===== src/rtl/vc_dest_scheduler_if.sv =====
// vc_dest_scheduler_if
//   Bundles the VC-side FIFO handshake, the destination-side FIFO handshake
//   and the status flags of the VC -> destination scheduler.
//   Parameter: BW - word width.
//   Modports:
//     master - the scheduler: reads VC flags/data and D flags, drives
//              VC0_rd/VC1_rd, D0_wr/D1_wr, D_data_in and the status flags.
//     slave  - the surrounding FIFO stages / environment (mirror image).
interface vc_dest_scheduler_if #(
  parameter int BW = 6
) ();
  logic          VC0_empty;
  logic          VC1_empty;
  logic [BW-1:0] VC0_data_out;
  logic [BW-1:0] VC1_data_out;
  logic          D0_almost_full;
  logic          D1_almost_full;
  logic          D0_full;
  logic          D1_full;
  logic          VC0_rd;
  logic          VC1_rd;
  logic          D0_wr;
  logic          D1_wr;
  logic [BW-1:0] D_data_in;
  logic          idle_out;
  logic          active_out;
  logic          error_out;

  modport master (
    input  VC0_empty, VC1_empty, VC0_data_out, VC1_data_out,
    input  D0_almost_full, D1_almost_full, D0_full, D1_full,
    output VC0_rd, VC1_rd, D0_wr, D1_wr, D_data_in,
    output idle_out, active_out, error_out
  );

  modport slave (
    output VC0_empty, VC1_empty, VC0_data_out, VC1_data_out,
    output D0_almost_full, D1_almost_full, D0_full, D1_full,
    input  VC0_rd, VC1_rd, D0_wr, D1_wr, D_data_in,
    input  idle_out, active_out, error_out
  );
endinterface


===== src/rtl/vc_dest_scheduler.sv =====
// vc_dest_scheduler
//   Drains the VC0/VC1 FIFOs and routes every word to destination FIFO D0 or
//   D1 according to bit DEST_BIT of the word. VC0 has priority over VC1.
//   Read-to-write pipeline: rd in cycle N, VC data captured at the end of
//   N+1, Dx_wr/D_data_in asserted in N+2; one word per cycle sustained.
//   Optional feature macro WRR_EN: weighted round robin (VC0 gets up to
//   WEIGHT_VC0 consecutive grants while VC1 waits, then VC1 gets one).
//   Without WRR_EN: strict priority, VC1 read only when VC0 is empty.
// Ports:
//   clk     - clock, all logic on posedge
//   reset_L - asynchronous active-low reset
//   init    - synchronous soft restart (in-flight words still complete)
//   bus     - vc_dest_scheduler_if.master: VC flags/data, D flags,
//             rd/wr strobes, D_data_in, idle/active/error status
module vc_dest_scheduler #(
  parameter int BW         = 6,
  parameter int DEST_BIT   = 4,
  parameter int WEIGHT_VC0 = 3
) (
  input  logic                 clk,
  input  logic                 reset_L,
  input  logic                 init,
  vc_dest_scheduler_if.master  bus
);

  typedef enum logic [1:0] {
    ST_IDLE   = 2'd0,
    ST_ACTIVE = 2'd1,
    ST_PAUSE  = 2'd2
  } state_t;

  // Reject weights the 4-bit grant counter cannot represent.
  if (WEIGHT_VC0 < 1 || WEIGHT_VC0 > 15) begin : g_bad_weight
    $error("vc_dest_scheduler: WEIGHT_VC0 must be in 1..15");
  end

  state_t        state_r, state_nxt_s;
  logic          vc0_rd_r, vc1_rd_r;
  logic          p1_vc0_r, p1_vc1_r;
  logic          d0_wr_r, d1_wr_r;
  logic [BW-1:0] d_data_r;
  logic          idle_r, active_r, error_r;

  logic          af_s, in_flight_s;
  logic          gnt0_s, gnt1_s;
  logic [BW-1:0] cap_word_s;
  logic          cap_vld_s, dest_s;
  logic          d0_wr_nxt_s, d1_wr_nxt_s, drop_s;
  logic          error_nxt_s, idle_nxt_s, active_nxt_s;

  assign af_s        = bus.D0_almost_full | bus.D1_almost_full;
  assign in_flight_s = vc0_rd_r | vc1_rd_r | p1_vc0_r | p1_vc1_r;

  // FSM next-state logic; init forces IDLE from any state.
  always_comb begin
    state_nxt_s = state_r;
    case (state_r)
      ST_IDLE: begin
        if (!init && (!bus.VC0_empty || !bus.VC1_empty)) state_nxt_s = ST_ACTIVE;
        else                                              state_nxt_s = ST_IDLE;
      end
      ST_ACTIVE: begin
        if (init)                                                         state_nxt_s = ST_IDLE;
        else if (af_s)                                                    state_nxt_s = ST_PAUSE;
        else if (bus.VC0_empty && bus.VC1_empty && !in_flight_s)          state_nxt_s = ST_IDLE;
        else                                                              state_nxt_s = ST_ACTIVE;
      end
      ST_PAUSE: begin
        if (init)       state_nxt_s = ST_IDLE;
        else if (!af_s) state_nxt_s = ST_ACTIVE;
        else            state_nxt_s = ST_PAUSE;
      end
      default: state_nxt_s = ST_IDLE;
    endcase
  end

`ifdef WRR_EN
  localparam logic [3:0] WEIGHT_L = 4'(WEIGHT_VC0);
  logic [3:0] wcnt_r, wcnt_nxt_s;

  // Weighted grant: VC0 yields to a waiting VC1 after WEIGHT_VC0 grants in a row.
  always_comb begin
    gnt0_s = 1'b0;
    gnt1_s = 1'b0;
    if (state_nxt_s == ST_ACTIVE && !af_s) begin
      if (!bus.VC0_empty && (bus.VC1_empty || wcnt_r < WEIGHT_L)) gnt0_s = 1'b1;
      else if (!bus.VC1_empty)                                    gnt1_s = 1'b1;
      else                                                        gnt1_s = 1'b0;
    end else begin
      gnt0_s = 1'b0;
    end
  end

  // Consecutive-VC0-grant counter; only counts while VC1 is waiting.
  always_comb begin
    wcnt_nxt_s = wcnt_r;
    if (init || bus.VC0_empty || gnt1_s)   wcnt_nxt_s = 4'd0;
    else if (gnt0_s && !bus.VC1_empty)     wcnt_nxt_s = wcnt_r + 4'd1;
    else                                   wcnt_nxt_s = wcnt_r;
  end

  // Weight counter register.
  always_ff @(posedge clk or negedge reset_L) begin
    if (!reset_L) wcnt_r <= 4'd0;
    else          wcnt_r <= wcnt_nxt_s;
  end
`else
  // Strict priority grant: VC1 only when VC0 is empty.
  always_comb begin
    gnt0_s = 1'b0;
    gnt1_s = 1'b0;
    if (state_nxt_s == ST_ACTIVE && !af_s) begin
      if (!bus.VC0_empty)      gnt0_s = 1'b1;
      else if (!bus.VC1_empty) gnt1_s = 1'b1;
      else                     gnt1_s = 1'b0;
    end else begin
      gnt0_s = 1'b0;
    end
  end
`endif

  // Write stage: route the captured word, drop it if its target is full.
  always_comb begin
    cap_vld_s   = p1_vc0_r | p1_vc1_r;
    cap_word_s  = p1_vc1_r ? bus.VC1_data_out : bus.VC0_data_out;
    dest_s      = cap_word_s[DEST_BIT];
    d0_wr_nxt_s = cap_vld_s & ~dest_s & ~bus.D0_full;
    d1_wr_nxt_s = cap_vld_s &  dest_s & ~bus.D1_full;
    drop_s      = cap_vld_s & (dest_s ? bus.D1_full : bus.D0_full);
    if (init) error_nxt_s = 1'b0;
    else      error_nxt_s = error_r | drop_s;
    // Idle next cycle only if nothing is read, captured or written then.
    idle_nxt_s   = (state_nxt_s == ST_IDLE) & ~gnt0_s & ~gnt1_s & ~vc0_rd_r & ~vc1_rd_r
                   & ~d0_wr_nxt_s & ~d1_wr_nxt_s;
    active_nxt_s = gnt0_s | gnt1_s | d0_wr_nxt_s | d1_wr_nxt_s;
  end

  // State, pipeline and output registers.
  always_ff @(posedge clk or negedge reset_L) begin
    if (!reset_L) begin
      state_r  <= ST_IDLE;
      vc0_rd_r <= 1'b0;
      vc1_rd_r <= 1'b0;
      p1_vc0_r <= 1'b0;
      p1_vc1_r <= 1'b0;
      d0_wr_r  <= 1'b0;
      d1_wr_r  <= 1'b0;
      d_data_r <= '0;
      idle_r   <= 1'b1;
      active_r <= 1'b0;
      error_r  <= 1'b0;
    end else begin
      state_r  <= state_nxt_s;
      vc0_rd_r <= gnt0_s;
      vc1_rd_r <= gnt1_s;
      p1_vc0_r <= vc0_rd_r;
      p1_vc1_r <= vc1_rd_r;
      d0_wr_r  <= d0_wr_nxt_s;
      d1_wr_r  <= d1_wr_nxt_s;
      if (cap_vld_s) d_data_r <= cap_word_s;
      else           d_data_r <= d_data_r;
      idle_r   <= idle_nxt_s;
      active_r <= active_nxt_s;
      error_r  <= error_nxt_s;
    end
  end

  assign bus.VC0_rd     = vc0_rd_r;
  assign bus.VC1_rd     = vc1_rd_r;
  assign bus.D0_wr      = d0_wr_r;
  assign bus.D1_wr      = d1_wr_r;
  assign bus.D_data_in  = d_data_r;
  assign bus.idle_out   = idle_r;
  assign bus.active_out = active_r;
  assign bus.error_out  = error_r;

endmodule

===== src/flat_wrapper.sv =====
// flat-port wrapper written by rule: the top's interface ports become plain ports
module vc_dest_scheduler_flat 
#(
  parameter int BW         = 6,
  parameter int DEST_BIT   = 4,
  parameter int WEIGHT_VC0 = 3
)
  (clk, reset_L, init, bus_VC0_empty, bus_VC1_empty, bus_VC0_data_out, bus_VC1_data_out, bus_D0_almost_full, bus_D1_almost_full, bus_D0_full, bus_D1_full, bus_VC0_rd, bus_VC1_rd, bus_D0_wr, bus_D1_wr, bus_D_data_in, bus_idle_out, bus_active_out, bus_error_out);
  vc_dest_scheduler_if #(.BW(BW)) bus_i ();
  input  logic clk;
  input  logic reset_L;
  input  logic init;
  input wire logic [$bits(bus_i.VC0_empty)-1:0] bus_VC0_empty;
  input wire logic [$bits(bus_i.VC1_empty)-1:0] bus_VC1_empty;
  input wire logic [$bits(bus_i.VC0_data_out)-1:0] bus_VC0_data_out;
  input wire logic [$bits(bus_i.VC1_data_out)-1:0] bus_VC1_data_out;
  input wire logic [$bits(bus_i.D0_almost_full)-1:0] bus_D0_almost_full;
  input wire logic [$bits(bus_i.D1_almost_full)-1:0] bus_D1_almost_full;
  input wire logic [$bits(bus_i.D0_full)-1:0] bus_D0_full;
  input wire logic [$bits(bus_i.D1_full)-1:0] bus_D1_full;
  output wire logic [$bits(bus_i.VC0_rd)-1:0] bus_VC0_rd;
  output wire logic [$bits(bus_i.VC1_rd)-1:0] bus_VC1_rd;
  output wire logic [$bits(bus_i.D0_wr)-1:0] bus_D0_wr;
  output wire logic [$bits(bus_i.D1_wr)-1:0] bus_D1_wr;
  output wire logic [$bits(bus_i.D_data_in)-1:0] bus_D_data_in;
  output wire logic [$bits(bus_i.idle_out)-1:0] bus_idle_out;
  output wire logic [$bits(bus_i.active_out)-1:0] bus_active_out;
  output wire logic [$bits(bus_i.error_out)-1:0] bus_error_out;
  assign bus_i.VC0_empty = bus_VC0_empty;
  assign bus_i.VC1_empty = bus_VC1_empty;
  assign bus_i.VC0_data_out = bus_VC0_data_out;
  assign bus_i.VC1_data_out = bus_VC1_data_out;
  assign bus_i.D0_almost_full = bus_D0_almost_full;
  assign bus_i.D1_almost_full = bus_D1_almost_full;
  assign bus_i.D0_full = bus_D0_full;
  assign bus_i.D1_full = bus_D1_full;
  assign bus_VC0_rd = bus_i.VC0_rd;
  assign bus_VC1_rd = bus_i.VC1_rd;
  assign bus_D0_wr = bus_i.D0_wr;
  assign bus_D1_wr = bus_i.D1_wr;
  assign bus_D_data_in = bus_i.D_data_in;
  assign bus_idle_out = bus_i.idle_out;
  assign bus_active_out = bus_i.active_out;
  assign bus_error_out = bus_i.error_out;
  vc_dest_scheduler #(.BW(BW), .DEST_BIT(DEST_BIT), .WEIGHT_VC0(WEIGHT_VC0)) u_core (.clk(clk), .reset_L(reset_L), .init(init), .bus(bus_i));
endmodule

===== config.mk =====
export PLATFORM = sky130hd
export DESIGN_NAME = vc_dest_scheduler_flat
export DESIGN_NICKNAME = d
export VERILOG_FILES = /design/src/rtl/vc_dest_scheduler_if.sv /design/src/rtl/vc_dest_scheduler.sv /design/src/flat_wrapper.sv
export SDC_FILE = /design/constraint.sdc
export NUM_CORES = 1
export LEC_CHECK = 0
export ABC_CLOCK_PERIOD_IN_PS = 3700
export CAP_MARGIN = 40
export CORE_MARGIN = 1
export CORE_UTILIZATION = 35
export DETAILED_ROUTE_END_ITERATION = 16
export GPL_TIMING_DRIVEN = 0
export PLACE_DENSITY = 0.69
export REMOVE_ABC_BUFFERS = 1
export SETUP_SLACK_MARGIN = 0.05
export SLEW_MARGIN = 20
export SYNTH_ARGS = -nofsm -noshare
export SYNTH_HDL_FRONTEND = slang
export SYNTH_SLANG_ARGS = --single-unit

===== constraint.sdc =====
create_clock -name clk -period 3.7 [get_ports clk]
set_clock_uncertainty 0.05 [all_clocks]
set_input_delay 0.925 -clock clk [delete_from_list [all_inputs] [get_ports clk]]
set_output_delay 0.925 -clock clk [all_outputs]
set_load 0.01 [all_outputs]

; ---- After elaboration in Yosys (flattened, before gate mapping)
; Index checks and enable logic that the tools add are counted.
; W data, S select, Z words.
[word_totals]
register_bits = 17
inputBits = 21
elab_cells = 70
[op_classes]
eq_ne = 3
n_mux = 15
bitwise = 29
reduce_logical = 12
[op_table]
columns = operator, count
row1 = $and A1 B1 Y1, 11
row2 = $mux W1, 9
row3 = $not A1 Y1, 9
row4 = $or A1 B1 Y1, 9
row5 = $mux W2, 4
row6 = $mux W6, 1
row7 = $pmux W2 S3, 1
row8 = $logic_not A1 Y1, 5
row9 = $eq A2 B1 Y1 const B, 2
row10 = $logic_and A1 B1 Y1, 4
row11 = $logic_not A2 Y1, 2
row12 = $eq A2 B2 Y1 const B, 1
row13 = $logic_or A1 B1 Y1, 1

; ---- Longest topological paths before layout
; Gate-level depths: netlist (run 1).
[logic_depth]
word_depth = 19
depth_mapped = 5
mapped_depth_nobuf = 4

; ---- Least setup slack after synthesis (run 1)
; Ideal clock, no wire load.
[synth_path]
path_type = input to register
from = input port bus_VC0_empty
to = register u_core.idle_r (netlist: u_core.bus.idle_out)
setup_time_ns = 0.086
t_arrival_ns = 1.729
slack_ns = 1.835
stages = 4
path_buffers = 0
cell_sequence = and2_1 or3b_2 a31oi_2 nor4_2
[synth_between]
elab_chain_cells = 16
word_cells_on_any_way = 25
classes_between = 1 x eq/ne / 9 x mux / 8 x bitwise / 7 x reduce/logical
[synth_lines]
columns = element, line_no
row1 = from (decl), flat_wrapper.sv:13  ; input wire logic [$bits(bus_i.VC0_empty)-1:0] bus_VC0_empty;
row2 = $logic_and A1 B1 Y1 (2 in a row), vc_dest_scheduler.sv:65  ; else if (bus.VC0_empty && bus.VC1_empty && !in_flight_s) state_nxt_s = ST_IDLE;
row3 = $mux W1, vc_dest_scheduler.sv:65
row4 = $mux W2, vc_dest_scheduler.sv:64  ; else if (af_s) state_nxt_s = ST_PAUSE;
row5 = $mux W2, vc_dest_scheduler.sv:63  ; if (init) state_nxt_s = ST_IDLE;
row6 = $pmux W2 S3 *, vc_dest_scheduler.sv:57  ; case (state_r)
row7 = net u_core.state_nxt_s[0], vc_dest_scheduler.sv:37  ; state_t state_r, state_nxt_s;
row8 = $eq A2 B1 Y1, vc_dest_scheduler.sv:112  ; if (state_nxt_s == ST_ACTIVE && !af_s) begin
row9 = $logic_and A1 B1 Y1, vc_dest_scheduler.sv:112
row10 = $mux W1, vc_dest_scheduler.sv:112
row11 = $not A1 Y1, vc_dest_scheduler.sv:133  ; idle_nxt_s = (state_nxt_s == ST_IDLE) & ~gnt0_s & ~gnt1_s & ~vc0_rd_r & ~vc1_rd_r
row12 = $and A1 B1 Y1, vc_dest_scheduler.sv:133
row13 = $and A1 B1 Y1 * (3 in a row), vc_dest_scheduler.sv:133
row14 = $and A1 B1 Y1 * (2 in a row), vc_dest_scheduler.sv:134  ; & ~d0_wr_nxt_s & ~d1_wr_nxt_s;
row15 = net u_core.idle_nxt_s, vc_dest_scheduler.sv:49  ; logic error_nxt_s, idle_nxt_s, active_nxt_s;
row16 = to (signal assigned), vc_dest_scheduler.sv:162  ; idle_r <= idle_nxt_s;
row17 = to (decl), vc_dest_scheduler.sv:42  ; logic idle_r, active_r, error_r;
; The timed path passes the listed nets; every way through them passes the cells marked *.
; A chain may end at the register's enable or synchronous reset.

; ---- Worst setup path in the final report (run 1)
[layout_path]
from = register u_core.idle_r (netlist: u_core.bus.idle_out)
to = output port bus_idle_out
[layout_rtl]
columns = element, line_no
row1 = to (decl), flat_wrapper.sv:26  ; output wire logic [$bits(bus_i.idle_out)-1:0] bus_idle_out;
; No word-level cell between the ends.

==> results of run 1 <==
==> metrics by stage <==
step	utilization	power (mW)	worst slack, ns	std cells	hold WS [ns]
2_1_floorplan	-	0.270	1.83	63	0.392
4_1_cts	0.569	0.440	1.39	127	0.379
6_report	0.569	0.434	1.40	127	0.376
3_3_place_gp	0.556	0.342	1.23	123	0.353
5_1_grt	0.569	0.462	1.35	127	0.390
3_5_place_dp	0.556	0.344	1.24	123	0.359
==> kinds of logic (layout without fill, tap and decap cells) <==
| kind of cell | Yosys count | after routing |
|---|---|---|
| compound gates | 13 | 13 |
| simple gates | 24 | 24 |
| flops | 17 | 17 |
| xor+xnor | 1 | 1 |
| mux | 8 | 8 |
| buf+inv | 2 | 37 |
==> routing by layer <==
metal | share of wire | up-vias
met1 | 0.47 | 273
li1 | - | 304
met4 | 0.0096 | 0
met3 | 0.076 | 2
met2 | 0.44 | 23
met5 | 0 | -
==> power breakdown <==
part | internal, mW | switching [mW] | leakage [nW] | total, mW
Clock | 0.0417 | 0.0528 | 0.0150 | 0.0946
Combinational | 0.0743 | 0.0408 | 0.211 | 0.115
Sequential | 0.210 | 0.0142 | 0.219 | 0.224
Total | 0.326 | 0.108 | 0.445 | 0.434
==> area by class of cell <==
| class | count | area [um^2] |
|---|---|---|
| clock buffer | 4 | 26.3 |
| fill | 179 | 853 |
| multi-input combinational | 46 | 312 |
| sequential | 17 | 427 |
| tap | 27 | 33.8 |
| timing repair buffer | 33 | 330 |
==> placed cells by master (no fill, tap or decap) <==
cell             instances
and2_1                   1
a21oi_1                  3
mux2i_1                  6
nor3b_1                  2
dfstp_2                  1
xnor2_1                  1
nand2_1                  7
or2b_1                   1
nand3b_1                 2
nor2_1                   4
a211oi_1                 1
mux2_2                   2
a31oi_2                  1
o21ai_0                  7
nor3_1                   1
o21a_1                   1
dfrtp_1                 16
or3b_2                   2
clkbuf_1                 1
or3_1                    1
clkdlybuf4s50_1         33
clkbuf_4                 3
nor4_2                   1
nand4b_1                 1
or4_1                    1
==> worst min path at each step <==
stage                      end  slack, ns  cells after the start
6_report       u_core.p1_vc0_r       0.38                      0
3_5_place_dp   u_core.p1_vc0_r       0.36                      0
2_1_floorplan  u_core.p1_vc0_r       0.39                      0
5_1_grt        u_core.p1_vc0_r       0.39                      0
3_3_place_gp   u_core.p1_vc0_r       0.35                      0
4_1_cts        u_core.p1_vc0_r       0.38                      0
==> flow_summary.json, run 1 <==
{
  "core-area_mm2": 0.00198,
  "numPortBuffers": 33,
  "syn_to_final_growth_pct": 50.6,
  "io_pins": 34,
  "reg2reg_depth": 4,
  "finalCriticalPeriod_ns": 2.30,
  "vias": 602,
  "hold_viol": 0,
  "clockBufferDepth": 2,
  "yosys.area_share.simple": 0.190,
  "synth_commonest_cells": "16 x dfrtp_1, 7 x nand2_1, 7 x o21ai_0, 6 x mux2i_1, 4 x nor2_1",
  "synth-compound-area-share": 0.104,
  "hold_start": "u_core.bus.VC0_rd",
  "synth-main-ff-cell": "dfrtp_1",
  "place.gp.congestion": 0.709,
  "startpoint": "u_core.bus.idle_out",
  "die_w_um": 48.3,
  "cts.sinks": 17,
  "arrival_ns": 1.32,
  "dieArea_mm2": 0.00233,
  "drv_cap": 0,
  "fmax_mhz": 435,
  "dr.pass1.iters": 3,
  "finalSetupTns_ns": 0,
  "place_area_mm2": 0.00110,
  "endpoint": "bus_idle_out",
  "initial_core_util": 0.378,
  "grt_max_degree": 19,
  "synthMuxAreaShare": 0.110,
  "die_y_um": 48.3,
  "p_leak_nw": 0.445,
  "synth.area.top_cells": "dfrtp_1 53%, mux2i_1 8.0%, o21ai_0 4.7%, dfstp_2 3.5%, nand2_1 3.5%",
  "design_area_mm2": 0.00113,
  "post_drt_wl_per_cell_um": 11.4,
  "cp-start-kind": "register",
  "tritoncts": "built",
  "antenna_found_initial": 0,
  "dpl.hpwl_um": 1060,
  "synth_top_cell_by_area": "dfrtp_1",
  "grt.met2_usage": 0.213,
  "synth_top_cell_area_share": 0.534,
  "yosysSeqAreaShare": 0.569,
  "ir_worst_vdd_mv": 0.196,
  "clkTransAtPathRegs_ns": 0.09,
  "synth_fa_ha_area_frac": 0,
  "ys_ff_latch": 17,
  "cp.depth": 1,
  "cellPowerDensity_mw_per_mm2": 385,
  "cp.required_ns": 2.72,
  "r2r-start": "u_core.p1_vc1_r",
  "post_cts_buffers": 0,
  "end_kind": "primary output",
  "period_share": 0.621,
  "holdBufCountCts": 0,
  "r2r_slack_ns": 1.84,
  "nNetsFinal": 122,
  "report.final.slew_viol_count": 0,
  "viasPerCell": 4.74,
  "setup_violations": 0,
  "synth_area_um2": 749,
  "maxSlewHeadroom": 0.518,
  "cp_num_buf_inv": 1,
  "post_cts_resized": 0,
  "synth_xor_area_frac": 0.0117,
  "critPathKind": "register to primary output",
  "grt_overflow": 0,
  "status": "finished, final reports clean",
  "clock_latency_ns": 0.28,
  "ant_nets": 0,
  "crit_slowest_cell": "dfstp_2",
  "ys_warn_count": 0,
  "syn_inst": 65,
  "first_global_vias": 509,
  "met1_usage": 0.172,
  "cp_cell_sequence": "clkdlybuf4s50_1",
  "yosysMostFrequentCell": "dfrtp_1",
  "top_usage_layer": "met2",
  "synthArstFlopShare": 1.00,
  "yosysUniqueCellTypes": 24,
  "cts_made_buffers": 3,
  "drcViolationCount": 0,
  "largest_reg_flops": 6,
  "drt_iter0_drc": 8,
  "grt_util_met3": 0.0370,
  "drive_gt1_frac": 0.100,
  "max_stage_delay_ns": 0.53,
  "num_rows": 16,
  "grt_first_pass_wirelength_um": 2130,
  "synth_edf_count": 0,
  "avgSynthCellArea_um2": 11.5,
  "num_antenna_cells": 0,
  "hold_class": "register to register",
  "cp_top_family": "flip-flops",
  "rsz0062_at_grt": "false",
  "cp_max_fo": 1,
  "cts-root-buf": "clkbuf_4",
  "htreeDepth": 1,
  "timing.rr.end": "u_core.bus.idle_out",
  "wl_um": 1450,
  "tightest_slew_ns": 0.721,
  "grtUsageTotal": 0.136,
  "synth_top_family_by_area": "simple AND/OR/NAND/NOR gates"
}
(Power assumes the default switching activity.)
==> inputs of run 2 (changes only) <==
- ABC_CLOCK_PERIOD_IN_PS: 3700 -> 2100
- PLACE_DENSITY: 0.69 -> 0.72
- clock period: 3.7 -> 2.1 ns (I/O delays scaled with it)
==> flow_summary.json, run 2 (synthesis results as in run 1) <==
{
  "cts_made_buffers": 3,
  "cp_max_fo": 1,
  "comb_power_share": 0.264,
  "viasPerCell": 4.83,
  "swShare": 0.255,
  "num_rows": 16,
  "setup_violations": 0,
  "status": "finished, final reports clean",
  "cp-start-kind": "register",
  "nNetsFinal": 122,
  "ir_worst_vdd_mv": 0.314,
  "clkTransAtPathRegs_ns": 0.10,
  "initial_core_util": 0.378,
  "place_area_mm2": 0.00110,
  "place.gp.congestion": 0.728,
  "die_w_um": 48.3,
  "cp_top_family": "buffers and inverters",
  "ant_nets": 0,
  "grt_max_degree": 19,
  "cts.sinks": 17,
  "num_antenna_cells": 0,
  "rsz0062_at_grt": "false",
  "finalCriticalPeriod_ns": 1.91,
  "die_y_um": 48.3,
  "tritoncts": "built",
  "dpl.hpwl_um": 1090,
  "layout_common_cells": "33 x clkdlybuf4s50_1, 16 x dfrtp_1, 7 x o21ai_0, 7 x nand2_1, 6 x mux2i_1",
  "internal_power_mw": 0.572,
  "first_global_vias": 526,
  "cp_cell_sequence": "clkdlybuf4s50_1",
  "fmax_mhz": 524,
  "grt_overflow": 0,
  "report.final.slew_viol_count": 0,
  "cts-root-buf": "clkbuf_4",
  "p_total_mw": 0.767,
  "post_cts_resized": 0,
  "largest_reg_flops": 6,
  "dr.pass1.iters": 2,
  "clock_latency_ns": 0.28,
  "holdBufCountCts": 0,
  "drcViolationCount": 0,
  "hold_class": "register to register",
  "end_kind": "primary output",
  "critPathKind": "register to primary output",
  "cellPowerDensity_mw_per_mm2": 679,
  "hold_viol": 0,
  "seqPwrFrac": 0.517,
  "antenna_found_initial": 0,
  "syn_to_final_growth_pct": 50.8,
  "numPortBuffers": 33,
  "finalSetupTns_ns": 0,
  "cp.required_ns": 1.52,
  "maxSlewHeadroom": 0.516,
  "crit_slowest_cell": "clkdlybuf4s50_1",
  "post_drt_wl_per_cell_um": 11.6,
  "clockBufferDepth": 2,
  "max_stage_delay_ns": 0.53,
  "drt_iter0_drc": 3,
  "wl_um": 1470,
  "p_leak_nw": 0.448,
  "power_frac_clock": 0.220,
  "period_share": 0.908,
  "core-area_mm2": 0.00198,
  "design_area_mm2": 0.00113,
  "drv_cap": 0,
  "drive_gt1_frac": 0.110,
  "switchingPower_mw": 0.195,
  "vias": 613,
  "cp_num_buf_inv": 1,
  "mostFrequentLayoutCell": "clkdlybuf4s50_1",
  "htreeDepth": 1,
  "grt_first_pass_wirelength_um": 2060,
  "tightest_slew_ns": 0.723,
  "arrival_ns": 1.33,
  "dieArea_mm2": 0.00233,
  "io_pins": 34,
  "post_cts_buffers": 0,
  "grtUsageTotal": 0.131
}
run 2: cell type report:
type / instances / area, um^2
multi-input cells: 46 / 312
repair buffers: 33 / 330
flip-flops and latches: 17 / 427
clock buffers: 3 / 22.5
well taps: 27 / 33.8
fillers: 177 / 852
clock inverters: 1 / 5.00
run 2: path summary, 6_finish.rpt:
kind / startpoint / end / slack [ns] / cells after the start
worst min-delay path: u_core.bus.VC0_rd / u_core.p1_vc0_r / 0.38 / 0
worst max-delay path: u_core.bus.idle_out / bus_idle_out / 0.19 / 1
worst max register to register: u_core.p1_vc1_r / u_core.bus.idle_out / 0.31 / 4
max in group asynchronous: reset_L / u_core.state_r[0] / 0.93 / 1
min in group asynchronous: reset_L / u_core.bus.D0_wr / 0.62 / 1
worst min register to register: u_core.bus.VC0_rd / u_core.p1_vc0_r / 0.38 / 0
run 2: power groups by stage:
stage / Sequential, mW / Combinational [mW] / Clock (mW)
after floorplan: 0.418 / 0.0578 / 0
after global placement: 0.400 / 0.202 / 0
after detailed placement: 0.402 / 0.204 / 0
after CTS: 0.396 / 0.205 / 0.177
after global routing: 0.402 / 0.223 / 0.191
final: 0.396 / 0.202 / 0.168
run 2: routing by layer:
| layer | wire length (um) | GRT usage | vias up |
|---|---|---|---|
| li1 | - | - | 303 |
| met1 | 662 | 0.138 | 287 |
| met2 | 702 | 0.243 | 23 |
| met3 | 108 | 0.0370 | 0 |
| met4 | 0 | 0.0500 | 0 |
| met5 | 0 | 0 | - |
run 2: metrics by stage:
step / setup WS [ns] / instances / utilization / hold WS (ns)
2_1_floorplan: 0.472 / 63 / - / 0.179
3_3_place_gp: 0.0329 / 123 / 0.556 / 0.354
3_5_place_dp: 0.0312 / 123 / 0.556 / 0.365
4_1_cts: 0.179 / 127 / 0.570 / 0.385
5_1_grt: 0.146 / 127 / 0.570 / 0.402
6_report: 0.192 / 127 / 0.570 / 0.379
==> inputs of run 3 (changes only) <==
- SKIP_CTS_REPAIR_TIMING: not set -> 1
==> results of run 3 <==
Same layout as run 2: the final DEF is identical, and so are final timing and power.
